--- src/rtl/pe_pkg.sv ---
// Shared PE definitions: datapath widths common to the PE adder and its
// accumulation controller, plus the controller's state encoding.
package pe_pkg;

  localparam int SUM_W  = 20;
  localparam int PROD_W = 16;

  typedef enum logic [1:0] {
    IDLE  = 2'd0,
    ACCUM = 2'd1,
    OUT   = 2'd2
  } pe_state_e;

endpackage

--- src/rtl/pe_accum_ctrl_if.sv ---
// Product-beat and result handshakes between the accumulation controller,
// its PE adder (previous_sum/pe_sum loop) and the upstream/downstream stages.
interface pe_accum_ctrl_if #(
  parameter int SUM_W = pe_pkg::SUM_W
);

  logic             in_valid;
  logic             in_ready;
  logic [SUM_W-1:0] previous_sum;
  logic [SUM_W-1:0] pe_sum;
  logic             out_valid;
  logic             out_ready;
  logic [SUM_W-1:0] out_sum;
  logic             done;

  modport slave (
    input  in_valid, pe_sum, out_ready,
    output in_ready, previous_sum, out_valid, out_sum, done
  );

  modport master (
    output in_valid, pe_sum, out_ready,
    input  in_ready, previous_sum, out_valid, out_sum, done
  );

endinterface

--- src/rtl/pe_accum_ctrl.sv ---
// Sequencer for one PE reduction: feeds acc to the adder, captures its sum on
// each accepted beat, and hands the finished result downstream.
module pe_accum_ctrl #(
  parameter int SUM_W = pe_pkg::SUM_W,
  parameter int CNT_W = 16
) (
  input  logic                  clk,
  input  logic                  rst_n,
  input  logic                  start,
  input  logic [CNT_W-1:0]      cfg_len,
  input  logic                  clear,
  output logic                  busy,
  output logic [CNT_W-1:0]      step_cnt,
  pe_accum_ctrl_if.slave        bus
);

  import pe_pkg::*;

  pe_state_e        state;
  logic [SUM_W-1:0] acc;
  logic [CNT_W-1:0] cnt;
  logic [CNT_W-1:0] len;
  logic             busy_q;
  logic             in_ready_q;
  logic             out_valid_q;

  logic             beat;
  logic             last_beat;

  assign beat      = in_ready_q && bus.in_valid;
  assign last_beat = beat && (cnt == len - CNT_W'(1));

  // NOTE: all state updates use non-blocking assignments so every register
  // samples the pre-edge values; clear shares the reset branch for priority.
  always_ff @(posedge clk) begin
    if (!rst_n || clear) begin
      state       <= IDLE;
      acc         <= '0;
      cnt         <= '0;
      len         <= '0;
      busy_q      <= 1'b0;
      in_ready_q  <= 1'b0;
      out_valid_q <= 1'b0;
    end else begin
      case (state)
        IDLE: begin
          if (start) begin
            acc    <= '0;
            cnt    <= '0;
            len    <= cfg_len;
            busy_q <= 1'b1;
            if (cfg_len == '0) begin
              state       <= OUT;
              out_valid_q <= 1'b1;
            end else begin
              state      <= ACCUM;
              in_ready_q <= 1'b1;
            end
          end
        end

        ACCUM: begin
          if (beat) begin
            // The adder already wrapped modulo 2^SUM_W; just capture it.
            acc <= bus.pe_sum;
            cnt <= cnt + CNT_W'(1);
            if (last_beat) begin
              state       <= OUT;
              in_ready_q  <= 1'b0;
              out_valid_q <= 1'b1;
            end
          end
        end

        OUT: begin
          if (bus.out_ready) begin
            state       <= IDLE;
            busy_q      <= 1'b0;
            out_valid_q <= 1'b0;
          end
        end

        default: begin
          state       <= IDLE;
          busy_q      <= 1'b0;
          in_ready_q  <= 1'b0;
          out_valid_q <= 1'b0;
        end
      endcase
    end
  end

  assign busy             = busy_q;
  assign step_cnt         = cnt;
  assign bus.in_ready     = in_ready_q;
  assign bus.out_valid    = out_valid_q;
  assign bus.previous_sum = acc;
  assign bus.out_sum      = acc;

  // done marks the handshake cycle itself, so it cannot be registered; an
  // abort in that same cycle discards the result and suppresses the pulse.
  assign bus.done = out_valid_q && bus.out_ready && rst_n && !clear;

endmodule

--- src/flat_wrapper.sv ---
// flat-port wrapper written by rule: the top's interface ports become plain ports
module pe_accum_ctrl_flat import pe_pkg::*;
#(
  parameter int SUM_W = pe_pkg::SUM_W,
  parameter int CNT_W = 16
)
  (clk, rst_n, start, cfg_len, clear, busy, step_cnt, bus_in_valid, bus_pe_sum, bus_out_ready, bus_in_ready, bus_previous_sum, bus_out_valid, bus_out_sum, bus_done);
  pe_accum_ctrl_if #(.SUM_W(SUM_W)) bus_i ();
  input  logic clk;
  input  logic rst_n;
  input  logic start;
  input  logic [CNT_W-1:0] cfg_len;
  input  logic clear;
  output logic busy;
  output logic [CNT_W-1:0] step_cnt;
  input wire logic [$bits(bus_i.in_valid)-1:0] bus_in_valid;
  input wire logic [$bits(bus_i.pe_sum)-1:0] bus_pe_sum;
  input wire logic [$bits(bus_i.out_ready)-1:0] bus_out_ready;
  output wire logic [$bits(bus_i.in_ready)-1:0] bus_in_ready;
  output wire logic [$bits(bus_i.previous_sum)-1:0] bus_previous_sum;
  output wire logic [$bits(bus_i.out_valid)-1:0] bus_out_valid;
  output wire logic [$bits(bus_i.out_sum)-1:0] bus_out_sum;
  output wire logic [$bits(bus_i.done)-1:0] bus_done;
  assign bus_i.in_valid = bus_in_valid;
  assign bus_i.pe_sum = bus_pe_sum;
  assign bus_i.out_ready = bus_out_ready;
  assign bus_in_ready = bus_i.in_ready;
  assign bus_previous_sum = bus_i.previous_sum;
  assign bus_out_valid = bus_i.out_valid;
  assign bus_out_sum = bus_i.out_sum;
  assign bus_done = bus_i.done;
  pe_accum_ctrl #(.SUM_W(SUM_W), .CNT_W(CNT_W)) u_core (.clk(clk), .rst_n(rst_n), .start(start), .cfg_len(cfg_len), .clear(clear), .busy(busy), .step_cnt(step_cnt), .bus(bus_i));
endmodule
--- config.mk ---
export PLATFORM = sky130hd
export DESIGN_NAME = pe_accum_ctrl_flat
export DESIGN_NICKNAME = d
export VERILOG_FILES = /design/src/rtl/pe_pkg.sv /design/src/rtl/pe_accum_ctrl_if.sv /design/src/rtl/pe_accum_ctrl.sv /design/src/flat_wrapper.sv
export SDC_FILE = /design/constraint.sdc
export NUM_CORES = 1
export LEC_CHECK = 0
export BUFFER_PORTS_ARGS = -buffer_cell sky130_fd_sc_hd__buf_2
export CAP_MARGIN = 20
export CORE_MARGIN = 3
export CORE_UTILIZATION = 35
export DETAILED_ROUTE_END_ITERATION = 6
export REMOVE_ABC_BUFFERS = 1
export SETUP_SLACK_MARGIN = 0.4
export SYNTH_ARGS = -nofsm -noshare
export SYNTH_HDL_FRONTEND = slang
export SYNTH_SLANG_ARGS = --single-unit
--- constraint.sdc ---
create_clock -name clk -period 3.9 [get_ports clk]
set_input_delay 0.78 -clock clk [delete_from_list [all_inputs] [get_ports clk]]
set_output_delay 0.78 -clock clk [all_outputs]
set_load 0.005 [all_outputs]
Word-level counts from Yosys, hierarchy flattened
Cells that the tools add are included.
- flip-flop bits (word level): 57
- input port bits: 42
- add/subtract/negate cells: 2
- eq/ne operators: 9
- muxes and demuxes: 25
- bitwise logic cells: 2
- reductions and logical operators: 17
- operator list (operator ; number):
    $mux W20 ; 2
    $pmux W20 S2 ; 1
    $mux W16 ; 2
    $pmux W16 S2 ; 1
    $add A16 B1 Y16 const B ; 1
    $eq A16 B16 Y1 ; 1
    $logic_not A16 Y1 ; 1
    $sub A16 B1 Y16 const B ; 1
    $mux W1 ; 10
    $mux W2 ; 5
    $reduce_and A5 Y1 ; 2
    $pmux W1 S3 ; 3
    $ne A2 B1 Y1 const B ; 3
    $ne A2 B2 Y1 const B ; 3
    $pmux W2 S3 ; 1
    $reduce_and A3 Y1 ; 2
    $logic_and A1 B1 Y1 ; 5
    $reduce_and A4 Y1 ; 1
    $eq A2 B1 Y1 const B ; 1
    $eq A2 B2 Y1 const B ; 1
    $logic_not A1 Y1 ; 2
    $logic_not A2 Y1 ; 1
    $not A1 Y1 ; 2
    $reduce_and A2 Y1 ; 1
    other kinds (2) ; 2

Longest topological paths before layout
Gate-level depths: netlist of the first run.
- depth in word-level cells: 6
- depth in mapped cells: 9
- mapped depth without buffers: 9

Least setup slack after synthesis of the first run
OpenSTA, ideal clock, no wires.
- path kind: register to register
- start: register u_core.len[0]
- end: register u_core.state[0]
- setup time: 0.134 ns
- data arrival time: 2.232 ns
- required time: 3.766 ns
- setup slack: 1.533 ns
- cell stages (with the launch flop): 10
- buffers on the path: 0
- clock period less this slack: 2.367 ns
- path through: dfxtp_1 -> inv_1 -> ha_1 -> or4b_1 -> nor4_4 -> mux2_1 -> nor3b_1 -> o22a_1 -> nand3_2 -> nor4b_4
- word-level cells in the longest chain between the ends: 5
- RTL lines (item ; RTL line ; source):
    start: declaration ; pe_accum_ctrl.sv:22 ; logic [CNT_W-1:0] len;
    start signal: assignment ; pe_accum_ctrl.sv:50 ; len <= cfg_len;
    $sub A16 B1 Y16 ; pe_accum_ctrl.sv:31 ; assign last_beat = beat && (cnt == len - CNT_W'(1));
    $eq A16 B16 Y1 ; pe_accum_ctrl.sv:31 ;
    $logic_and A1 B1 Y1 ; pe_accum_ctrl.sv:31 ;
    $ne A2 B1 Y1 (no source line) ; n/a ;
    $reduce_and A4 Y1 (no source line) ; n/a ;
    end signal: assignment ; pe_accum_ctrl.sv:37 ; state <= IDLE;
    end signal: assignment ; pe_accum_ctrl.sv:53 ; state <= OUT;
    end signal: assignment ; pe_accum_ctrl.sv:56 ; state <= ACCUM;
    end: declaration ; pe_accum_ctrl.sv:19 ; pe_state_e state;
No other way between the ends.
A chain may end at the register's enable or synchronous reset.

Worst setup path after layout of the first run
Ends and elaborated chain as after synthesis.

==> results.txt, run 1 <==
DRC errors left: 0
Setup Buffers After CTS: 0
Worst slew pin tran: 932 ps
Largest net degree at the start of global routing: 27
Port bufs: 101
Arr. time, crit path: 2800 ps
Tcrit/Tclk final: 67.1%
Die H: 97.5 um
Sequential area share after synthesis: 38.9%
Die W: 97.5 um
Clk slew on worst S/H paths: 60 ps
Leakage power: 1.48 nW
Most frequent cells in the layout: buf_2 (101), nand2_1 (64), dfxtp_1 (57)
Io pins: 102
Ys async rst share: 0%
Vias in the first global route: 2633
Core area: 7930 um^2
GRT overflow: 0
Ys Warns: 0
Mean Syn Cell Area: 7.90 um^2
Busiest layer in global routing: met2
Synth cell types: 46
Tmin final: 2620 ps
Setup TNS: 0 ps
Clock Latency Late Sink: 330 ps
Post-CTS Hold Fix Bufs: 0
CTS tree: built
Power per cell area: 356 nW/um^2
Critical path class: reg2reg
Synthesized area: 2930 um^2
CP endpoint kind: flip-flop
Final Instance Area: 3540 um^2
Clock buffer depth: 2
GR Util met2: 26.4%
Rel. slew slack: 37.7%
Routed vias/inst: 5.05
First-pass GRT wire length: 12700 um
HP Start: u_core.busy
FF+latch count, synth: 57
Mapped Cells: 371
Worst Hold Class: reg2reg
Synthesis-to-finish area growth: 20.9%
# diodes: 0
Post-DP HPWL: 5600 um
Unrepaired setup endpoints after global routing: no
Initial cell density of the core: 37.0%
Fillers: 840
Crit start category: flip-flop
Worst Setup SP: u_core.len[0]
Clock skew: 8.39 ps
Root Buffer: clkbuf_8
CTS Buf Count: 9
# rows: 32
Setup Viol. Count Final: 0
Antenna violations before repair: 0
Met3 Usage GRT: 4.52%
Post-synth EDFFs: 0
Via count: 2793
Die Area: 9510 um^2
Met1 Use GR: 20.7%
Critical Path RT: 4080 ps
Worst vdd ir: 0.194 mV
Worst flop-to-flop path startpoint: u_core.len[0]
Fmax: 382 MHz
Final WL: 7650 um
Sink Count: 57
H-tree lvl count: 3
Number of max-cap violations: 0
GP Congestion: 0.821
Final-stage net count: 492
Commonest non-fill, non-tap cell in the layout: buf_2
Pre-antenna DRT Iters: 4
Ys flop type: dfxtp_1
Routed len/inst: 13.8 um
Post-route ant nets: 0
Hold Fails Final Rpt: 0
Post_cts resized: 0
GRT Util Overall: 16.2%
Initial DRC Count: 115
Status: finished clean
Layout cells sized above 1: 28.4%
Max-slew violations: 0
Area after DPL: 3360 um^2
Crit-path max FO: 6
-- area by class of cell --
class | instances | area, um^2 | share of cell area [%]
multi-input cells | 270 | 1540 | 43.5
well taps | 102 | 128 | 3.60
inverters | 6 | 22.5 | 0.636
repair buffers | 104 | 528 | 14.9
clock inverters | 4 | 45.0 | 1.27
clock buffers | 10 | 138 | 3.88
flip-flops and latches | 57 | 1140 | 32.2
-- cells in the mapped netlist (4+ instances only) --
cell type / number / share of area [%]
nand2_1: 64 / 8.2
dfxtp_1: 57 / 39
a21oi_1: 48 / 8.2
nand3_1: 29 / 5.0
nor2_1: 22 / 2.8
buf_4: 21 / 5.4
xnor2_1: 21 / 6.3
clkbuf_1: 11 / 1.4
nor3_1: 9 / 1.5
xor2_1: 8 / 2.4
a31oi_1: 7 / 1.5
inv_1: 6 / 0.77
nor2b_1: 6 / 1.3
nor4_1: 6 / 1.3
nand4_1: 5 / 1.1
o21ai_0: 5 / 0.85
and3_1: 4 / 0.85
buf_1: 4 / 0.51
-- cells by family after synthesis --
group / share of synthesized area (%)
muxes: 0.768
AOI/OAI and AO/OA: 12.5
xor gates and xnor gates: 8.66
DFF: 38.9
adders and majority gates: 0.853
and+or+nand+nor: 29.7
buffers and inverters: 8.62
-- power breakdown --
part | internal (mW) | total, mW | switching, mW
Sequential | 0.591 | 0.602 | 0.0109
Clock | 0.302 | 0.525 | 0.223
Combinational | 0.0559 | 0.134 | 0.0782
-- critical path, stage by stage (launching register included) --
cell,delay (ps)
dfxtp_1,350
inv_1,70
ha_1,210
or4b_1,550
nor4_4,240
mux2_1,360
nor3b_1,190
o22a_1,230
nand3_2,110
nor4b_4,150
-- stage by stage --
stage | power [mW] | utilization [%] | std cells | hold slack (ps) | worst slack, ps
floorplan | 0.695 | - | 333 | 450 | 1010
finish | 1.26 | 44.7 | 553 | 460 | 1280
global route | 1.32 | 44.7 | 553 | 484 | 1100
detailed placement | 0.749 | 42.4 | 539 | 454 | 1300
CTS | 1.28 | 44.7 | 553 | 463 | 1280
global placement | 0.747 | 42.4 | 539 | 446 | 1370
-- registers in the layout, indices dropped and copies added (netlist names) --
| name | flops |
|---|---|
| u_core.bus.in_ready | 1 |
| u_core.state | 2 |
| u_core.bus.out_sum | 20 |
| u_core.busy | 1 |
| u_core.bus.out_valid | 1 |
| u_core.len | 16 |
| u_core.step_cnt | 16 |
-- final timing paths --
kind | slack (ps) | cells after the start | endpoint
setup / recovery | 1280 | 9 | u_core.state[0]
hold / removal | 460 | 2 | u_core.busy
setup reg to reg | 1280 | 9 | u_core.state[0]
hold reg to reg | 460 | 2 | u_core.busy
-- layer usage --
layer  up-vias  routed length (um)
li1       1411                   -
met1      1282                3500
met2        95                3540
met3         5                 552
met4         0                  56
met5         -                   0
Note: power is estimated with default switching activity, not from simulation.
==> run 2: changes to the inputs <==
--- a/config.mk
+++ b/config.mk
@@ -5,6 +5,7 @@
 export SDC_FILE = /design/constraint.sdc
 export NUM_CORES = 1
 export LEC_CHECK = 0
+export ABC_AREA = 1
 export BUFFER_PORTS_ARGS = -buffer_cell sky130_fd_sc_hd__buf_2
 export CAP_MARGIN = 20
 export CORE_MARGIN = 3
==> constraint.sdc (replaced) <==
create_clock -name clk -period 2.3 [get_ports clk]
set_input_delay 0.46 -clock clk [delete_from_list [all_inputs] [get_ports clk]]
set_output_delay 0.46 -clock clk [all_outputs]
set_load 0.005 [all_outputs]
==> run 2 against run 1 <==
Effect of this change:
- synthesized cell count increased by 21%
- power increased by 90%
- flip-flop and latch count unchanged
- via count increased by 12%
- register-to-register slack got worse by 730 ps
- first-iteration DRC count decreased by 15%
- setup slack got worse by 730 ps
- clock-buffer cell count unchanged
- largest power group unchanged
- critical path depth increased by 3
- combinational power increased to 3.0 times the previous value
==> results.txt, run 2 <==
Crit path cell chain: inv_4, ha_4, xor2_1, nand3_1, nor2_1, nand3_1, nor2_1, nand3_2, nand2_2, nand3_2, nand2_1, nand2_1
Crit-path max FO: 3 (-3)
GRT Util Overall: 16.4% (+0.13 points)
Worst path depth: 12 (+3)
Ys Warns: 0 (unchanged)
CP endpoint kind: flip-flop
Number of max-cap violations: 0 (unchanged)
Largest net degree at the start of global routing: 27 (unchanged)
Fin Hold WS: 337 ps (-123 ps)
Critical path class: reg2reg
DRC errors left: 0 (unchanged)
Cell taking the most area after synthesis: dfxtp_1
Final Power: 2.40 mW (+90%)
Setup Viol. Count Final: 0 (unchanged)
Routed len/inst: 12.8 um (-7.8%)
Most frequent cell after synthesis: nor2_1
Layout cells sized above 1: 31.7% (+3.3 points)
Io pins: 102 (unchanged)
Final WL: 8260 um (+8.0%)
Most frequent cells in the layout: buf_2 (101), nor2_1 (68), nand2_1 (66)
Via count: 3128 (+12%)
Max-slew violations: 0 (unchanged)
Area share of the largest cell type after synthesis: 37.3% (-1.7 points)
Worst flop-to-flop path startpoint: u_core.len[0]
Largest stage delay, worst path: 360 ps (-190 ps)
Status: finished clean
Sequential area share after synthesis: 37.3% (-1.7 points)
Ys flop type: dfxtp_1
# diodes: 0 (unchanged)
Core area: 8340 um^2 (+5.2%)
Rel. slew slack: 74.2% (+37 points)
R2R depth: 12 (+3)
Met1 Use GR: 19.8% (-0.93 points)
Mean Syn Cell Area: 6.82 um^2 (-14%)
Sink Count: 57 (unchanged)
Leakage power: 1.92 nW (+30%)
GR Util met2: 27.1% (+0.71 points)
CTS tree: built
Tcrit/Tclk final: 76.1% (+9.0 points)
GRT overflow: 0 (unchanged)
Post-DP HPWL: 6140 um (+9.6%)
Fmax: 571 MHz (+49%)
Post-route ant nets: 0 (unchanged)
Non-Filler Instances: 648 (+17%)
Die Area: 9910 um^2 (+4.2%)
Synthesized area: 3060 um^2 (+4.5%)
R2r setup slk: 550 ps (-730 ps)
GP Congestion: 0.868 (+5.7%)
Hold Fails Final Rpt: 0 (unchanged)
Worst vdd ir: 0.334 mV (+72%)
Ys async rst share: 0% (unchanged)
H-tree lvl count: 3 (unchanged)
Die H: 99.6 um (+2.1%)
FF+latch count, synth: 57 (unchanged)
Worst Setup SP: u_core.len[0]
Pre-antenna DRT Iters: 4 (unchanged)
CTS Buf Count: 9 (unchanged)
Placed cells: 629 (+17%)
Clk slew on worst S/H paths: 70 ps (about the same)
Final-stage net count: 583 (+18%)
First-pass GRT wire length: 13100 um (+2.5%)
Most area-consuming cells after synthesis: dfxtp_1 (37%), nor2_1 (9.4%), nand2_1 (8.7%)
Clock skew: 10.2 ps (+1.82 ps)
Busiest layer in global routing: met2
Synth cell types: 31 (-33%)
Arr. time, crit path: 1980 ps (-820 ps)
Top cells by count, synth: nor2_1 (77), nand2_1 (71), dfxtp_1 (57), o21ai_0 (50), a21oi_1 (46)
# rows: 33 (+3.1%)
Setup TNS: 0 ps (unchanged)
Root Buffer: clkbuf_8
Port bufs: 101 (unchanged)
Worst Hold Class: in2reg
Unrepaired setup endpoints after global routing: yes
Number of flip-flops under the largest register name: 20 (unchanged)
Power per cell area: 614 nW/um^2 (+72%)
Clock buffer depth: 2 (unchanged)
Mapped Cells: 449 (+21%)
Met3 Usage GRT: 5.75% (+1.2 points)
Post-CTS Hold Fix Bufs: 0 (unchanged)
Critical Path RT: 2530 ps (-1550 ps)
Initial DRC Count: 98 (-15%)
CP max stage cell: dfxtp_4
Fillers: 837 (-0.36%)
Clock Latency Late Sink: 340 ps (about the same)
Crit start category: flip-flop
Synthesis-to-finish area growth: 27.4%
Worst slew pin tran: 383 ps (-548 ps)
Routed vias/inst: 4.83 (-4.4%)
Worst setup endpoint: u_core.bus.out_valid
Vias in the first global route: 2849 (+8.2%)
Delay-heaviest family, CP: simple AND/OR/NAND/NOR gates
Buf/Inv on CP: 1 (unchanged)
Antenna violations before repair: 0 (unchanged)
Tmin final: 1750 ps (-865 ps)
Reg-to-Reg End: u_core.bus.out_valid
Initial cell density of the core: 36.7% (-0.26 points)
Die W: 99.6 um (+2.1%)
Post-synth EDFFs: 0 (unchanged)
Final core utilization: 46.8% (+2.1 points)
Commonest non-fill, non-tap cell in the layout: buf_2
## run 2: cell types whose count changed in the layout (fill, tap and decap cells not counted), moves of 6 or more
cell	before	now
inv_1	6	37
a31oi_1	7	0
nor2_2	0	9
nor2_1	22	68
xnor2_1	21	1
nand3_1	29	14
nand2_2	0	6
buf_4	3	12
o21ai_0	5	50
nor2b_1	6	0
nor2_4	0	6
## run 2: cell families (layout without fill, tap and decap cells)
family | after synthesis | count (layout) | synth area share [%]
xor+xnor | 14 | 14 | 4.00
simple gates | 198 | 198 | 28.5
fa+ha+maj | 2 | 2 | 0.817
compound gates | 101 | 101 | 17.3
flops | 57 | 57 | 37.3
buf+inv | 77 | 171 | 12.1
## run 2: how the worst min path moves through the flow
stage | startpoint | to | depth (start not counted)
floorplan | u_core.busy | u_core.busy | 2
global placement | u_core.busy | u_core.busy | 2
detailed placement | u_core.busy | u_core.busy | 2
CTS | bus_pe_sum[11] | u_core.bus.out_sum[11] | 3
global route | bus_pe_sum[1] | u_core.bus.out_sum[1] | 3
finish | bus_pe_sum[18] | u_core.bus.out_sum[18] | 3
## run 2: where the power goes
part	switching, mW	internal, mW	total (mW)
registers	0.0311	1.02	1.05
logic	0.239	0.166	0.405
clock network	0.419	0.521	0.940
## run 2: metrics by stage
stage,instance area [um^2],worst slack [ps]
4_1_cts,3750,383
2_1_floorplan,2850,-121
3_5_place_dp,3550,359
5_1_grt,3900,355
3_3_place_gp,3550,414
6_report,3900,550
## run 2: final cells by class
cell class	count	area, um^2	area share (%)
clock buffer	10	138	3.53
multi-input combinational	315	1670	42.8
inverter	43	164	4.20
tap	105	131	3.37
timing repair buffer	113	596	15.3
clock inverter	5	56.3	1.44
sequential	57	1150	29.4
## run 2: worst min-delay path, stage by stage
cell and delay, ps:
buf_2 70, a21oi_1 50, nor2_1 70
## run 2: metal layers
| metal | wire (um) | share of wire, % | up-vias |
|---|---|---|---|
| met5 | 0 | 0 | - |
| met4 | 105 | 1.3 | 0 |
| met3 | 660 | 8.0 | 11 |
| met2 | 3780 | 46 | 113 |
| met1 | 3710 | 45 | 1382 |
| li1 | - | - | 1622 |
## run 2: repair_timing
action                     4_1_cts  5_1_grt
pin swaps                        0        9
setup endpoints to repair        3        9
setup buffers                    0        4
resized for setup                3       34
